**src/rtl/router_fsm.sv**
```systemverilog
// Router control FSM: decodes the header address, sequences payload/parity
// loading into the addressed output FIFO, and stalls the source while it cannot accept bytes.
module router_fsm (
    input  logic       clock,
    input  logic       resetn,
    input  logic       pkt_valid,
    input  logic [1:0] data_in,
    input  logic       fifo_full,
    input  logic       fifo_empty_0,
    input  logic       fifo_empty_1,
    input  logic       fifo_empty_2,
    input  logic       soft_reset_0,
    input  logic       soft_reset_1,
    input  logic       soft_reset_2,
    input  logic       parity_done,
    input  logic       low_pkt_valid,
    output logic       detect_add,
    output logic       lfd_state,
    output logic       ld_state,
    output logic       laf_state,
    output logic       full_state,
    output logic       write_enb_reg,
    output logic       rst_int_reg,
    output logic       busy,
    output logic [2:0] state_dbg
);

    typedef enum logic [2:0] {
        DA  = 3'd0,
        LFD = 3'd1,
        LD  = 3'd2,
        FFS = 3'd3,
        LAF = 3'd4,
        LP  = 3'd5,
        CPE = 3'd6,
        WTE = 3'd7
    } state_e;

    state_e     state_q, state_d;
    logic [1:0] addr_q, addr_d;
    logic       hdr_empty;
    logic       addr_empty;
    logic       addr_soft;

    // hdr_empty looks at the incoming header; addr_empty/addr_soft at the latched port.
    always_comb begin
        hdr_empty  = 1'b0;
        addr_empty = 1'b0;
        addr_soft  = 1'b0;
        case (data_in)
            2'd0:    hdr_empty = fifo_empty_0;
            2'd1:    hdr_empty = fifo_empty_1;
            2'd2:    hdr_empty = fifo_empty_2;
            default: hdr_empty = 1'b0;
        endcase
        case (addr_q)
            2'd0:    begin addr_empty = fifo_empty_0; addr_soft = soft_reset_0; end
            2'd1:    begin addr_empty = fifo_empty_1; addr_soft = soft_reset_1; end
            2'd2:    begin addr_empty = fifo_empty_2; addr_soft = soft_reset_2; end
            default: begin addr_empty = 1'b0;         addr_soft = 1'b0;         end
        endcase
    end

    always_ff @(posedge clock) begin
        if (!resetn) begin
            state_q <= DA;
            addr_q  <= 2'd0;
        end else begin
            state_q <= state_d;
            addr_q  <= addr_d;
        end
    end

    always_comb begin
        state_d = state_q;
        addr_d  = addr_q;
        if (state_q == DA && pkt_valid)
            addr_d = data_in;
        if (state_q != DA && addr_soft) begin
            state_d = DA;
        end else begin
            case (state_q)
                DA: begin
                    if (pkt_valid && data_in != 2'd3)
                        state_d = hdr_empty ? LFD : WTE;
                end
                LFD: state_d = LD;
                LD: begin
                    if (fifo_full)       state_d = FFS;
                    else if (!pkt_valid) state_d = LP;
                end
                FFS: begin
                    if (!fifo_full) state_d = LAF;
                end
                LAF: begin
                    if (parity_done)        state_d = DA;
                    else if (low_pkt_valid) state_d = LP;
                    else                    state_d = LD;
                end
                LP:  state_d = CPE;
                CPE: state_d = fifo_full ? FFS : DA;
                WTE: begin
                    if (addr_empty) state_d = LFD;
                end
                default: state_d = DA;
            endcase
        end
    end

    // Source handshake: while busy is high the source must hold data_in/pkt_valid;
    // a byte is consumed on each rising edge where busy is low.
    always_comb begin
        detect_add    = (state_q == DA);
        lfd_state     = (state_q == LFD);
        ld_state      = (state_q == LD);
        laf_state     = (state_q == LAF);
        full_state    = (state_q == FFS);
        rst_int_reg   = (state_q == CPE);
        write_enb_reg = (state_q == LD) || (state_q == LP) || (state_q == LAF);
        busy          = (state_q != DA) && (state_q != LD);
        state_dbg     = state_q;
    end

endmodule
```
**config.mk**
```make
export PLATFORM = sky130hd
export DESIGN_NAME = router_fsm
export DESIGN_NICKNAME = d
export VERILOG_FILES = /design/src/rtl/router_fsm.sv
export SDC_FILE = /design/constraint.sdc
export NUM_CORES = 1
export LEC_CHECK = 0
export BUFFER_PORTS_ARGS = -buffer_cell sky130_fd_sc_hd__buf_2
export CORE_AREA = 2 2 39 41
export CTS_BUF_LIST = sky130_fd_sc_hd__clkbuf_4 sky130_fd_sc_hd__clkbuf_8
export CTS_CLUSTER_SIZE = 10
export DETAILED_ROUTE_END_ITERATION = 8
export DIE_AREA = 0 0 41 43
export GPL_ROUTABILITY_DRIVEN = 0
export PLACE_DENSITY_LB_ADDON = 0.15
export SYNTH_ARGS = -nofsm -noshare
export SYNTH_HDL_FRONTEND = slang
export SYNTH_SLANG_ARGS = --single-unit
```
**constraint.sdc**
```tcl
create_clock -name clock -period 1.3 [get_ports clock]
set_clock_uncertainty 0.15 [all_clocks]
set_input_delay 0.13 -clock clock [delete_from_list [all_inputs] [get_ports clock]]
set_output_delay 0.13 -clock clock [all_outputs]
set_load 0.01 [all_outputs]
```
==> metrics.cfg <==
[final_layout]
syn_to_final_growth_pct=93.00
nFillCells=114
final_nets=122
final_common_cell=buf_2
final_cell_mix=buf_2 (21), buf_4 (14), buf_6 (9)
antennaDiodeCount=0
drive_gt1_share_pct=72.90

[power_and_ir_drop]
ir_drop_uv=1433
p_comb_share_pct=76.0
p_per_area_nw_per_um2=2337
p_int_w=0.001378
p_sw_w=0.0008797
p_leak_nw=0.4469
seq_power_share_pct=15.2
sw_frac_of_total_pct=38.96
clockPowerShare_pct=8.8

[detailed_routing]
wl_per_cell_um=13.29
drcViolationCount=0
routed_via_density=5.341
vias=657
ant_nets=0
dr.pass1.iters=4
finalWirelength_um=1635
initialDrtViolationCount=7

[global_routing]
grt_start_max_net_pins=8
gr-total-overflow=0
grt_pass1_vias=612
antenna_found_initial=0
grt_pass1_wl_um=2373
grtUsageTotal_pct=20.18

[logic_synthesis]
synth_nets=74
syn_area_per_cell_sq_um=8.341
yosys_warnings=0
synth.cell_area_sq_um=500.5
synth-seq-area-share_pct=20.00
ys_types=32
synthTopCellsByArea=dfxtp_1 (20%), buf_6 (6.7%), mux2i_1 (6.0%)
synth-seq-cells=5
synth_top_area_cell=dfxtp_1
syn_inst=60
yosysTopAreaCellShare_pct=20.00

[worst_setup_path]
path_max_fanout=6
timing.rr.end=state_dbg[0]
cp-startpoint=state_dbg[0]
arrival_ns=1.16
r2r_start=state_dbg[0]
crit_path_end=write_enb_reg
cp.required_ns=1.02
critPathKind=reg -> out
cp-start-kind=flop
critPathCaptureType=primary output
reg2reg_depth=5
r2r_slack_ns=-0.12

[cts]
clk_path_buf_depth=2
root_buffer=clkbuf_4
htreeDepth=1
numCtsBuffers=3
cts_tree=done
cts.sinks=5
hold_buffers=0
clk_pin_slew_ns=0.04
clock_latency_ns=0.24

[timing]
fmax_mhz=694.0
setup_tns_ns=-1.162
setup_slack_ns=-0.1410
holdWs_ns=0.002078
layout_min_cycle_time_ns=1.441
maxSlewViolCount=0
finalSetupViolations=13
worstMarginPinSlew_ns=0.2699
max_slew_margin_pct=81.49
final_hold_viol_count=0
rsz0062_at_grt=yes
min_period_over_period_pct=110.8

[placement]
port_buffers=24
dp_hpwl_um=979.4

[run]
drv_cap=0

[floorplan]
rows=14
die_area_sq_um=1763
die_h_um=43
pin_count=25
core_sq_um=1384
initial_utilization_pct=36.17
die_w_um=41

[min_path]
hold_path.class=in -> reg

[run_status]
violations=setup timing
status=complete, but fails checks

[worst max-delay path, stage by stage, from the launching register on]
cell and delay, ns:
dfxtp_4 0.37, or2b_4 0.29, o21ai_2 0.12, buf_2 0.14
[power groups by stage]
stage | clock network, W | registers, W | logic (W)
3_5_place_dp | 0 | 0.000374 | 0.00100
2_1_floorplan | 0 | 0.000329 | 0.000676
3_3_place_gp | 0 | 0.000375 | 0.000999
6_report | 0.000198 | 0.000343 | 0.00172
5_1_grt | 0.000217 | 0.000355 | 0.00183
4_1_cts | 0.000205 | 0.000330 | 0.00151
[cells by family after synthesis]
group / share of synthesized area, %
and+or+nand+nor: 32.50
DFF: 20.00
muxes: 8.250
buffers and inverters: 8.248
AOI/OAI and AO/OA: 31.00
[metal layers]
layer | wire [um] | track usage (%) | part of all wire, % | vias to the layer above
met5 | 0 | 0 | 0 | -
met4 | 23 | 8.000 | 1.4 | 0
met3 | 80 | 6.283 | 4.9 | 4
met2 | 913 | 35.31 | 56 | 21
met1 | 619 | 20.58 | 38 | 309
li1 | - | - | - | 323
[worst min path at each step]
stage | startpoint | to | slack [ns] | depth (start not counted)
after floorplan | resetn | addr_q[0] | 0.13 | 1
after global placement | resetn | addr_q[0] | 0.26 | 2
after detailed placement | resetn | addr_q[1] | 0.26 | 2
after CTS | resetn | addr_q[1] | 0.003 | 2
after global routing | resetn | addr_q[0] | 0.006 | 2
final | resetn | addr_q[0] | 0.002 | 2
[timing repair]
item	in CTS	in global routing
gates resized for setup	14	20
pin swaps	7	8
cloned	0	0
setup endpoints to repair	11	13
setup buffers	10	3
hold endpoints to repair	0	0
[cell usage after synthesis (all sizes together)]
| library cell | number |
|---|---|
| nand2 | 8 |
| dfxtp | 5 |
| a21boi | 3 |
| a21oi | 3 |
| buf | 3 |
| mux2i | 3 |
| nand3 | 3 |
| nand3b | 3 |
| nor2 | 3 |
| o211ai | 3 |
| and2 | 2 |
| and3 | 2 |
| inv | 2 |
| nor3 | 2 |
| nor3b | 2 |
| o21ai | 2 |
| a221oi | 1 |
| mux2 | 1 |
| nand2b | 1 |
| o2111ai | 1 |
| o211a | 1 |
| o221ai | 1 |
| o311a | 1 |
| o31a | 1 |
| o32ai | 1 |
| or2 | 1 |
| or2b | 1 |
[through the flow]
step	util [%]	setup WS (ns)	power (W)	instance area, sq um	cells
4_1_cts	63.29	-0.1389	0.002048	875.8	121
6_report	69.80	-0.1410	0.002258	965.9	123
2_1_floorplan	-	-0.04038	0.001004	520.5	60
3_5_place_dp	50.72	-0.07064	0.001376	701.9	107
5_1_grt	69.80	-0.1905	0.002401	965.9	123
3_3_place_gp	50.72	-0.02844	0.001374	701.9	107
[flip-flops by register name (all words and copies together), names as in the netlist]
signal / flops
state_dbg: 3
addr_q: 2
[layout make-up]
| type | instances | area, sq um | share of cell area (%) |
|---|---|---|---|
| Tap cell | 16 | 20.02 | 2.073 |
| Sequential cell | 5 | 112.6 | 11.66 |
| Multi-Input combinational cell | 50 | 441.7 | 45.73 |
| Clock buffer | 4 | 30.03 | 3.109 |
| Inverter | 2 | 10.01 | 1.036 |
| Timing Repair Buffer | 46 | 351.6 | 36.40 |
Power figures use the tool's default switching activity.
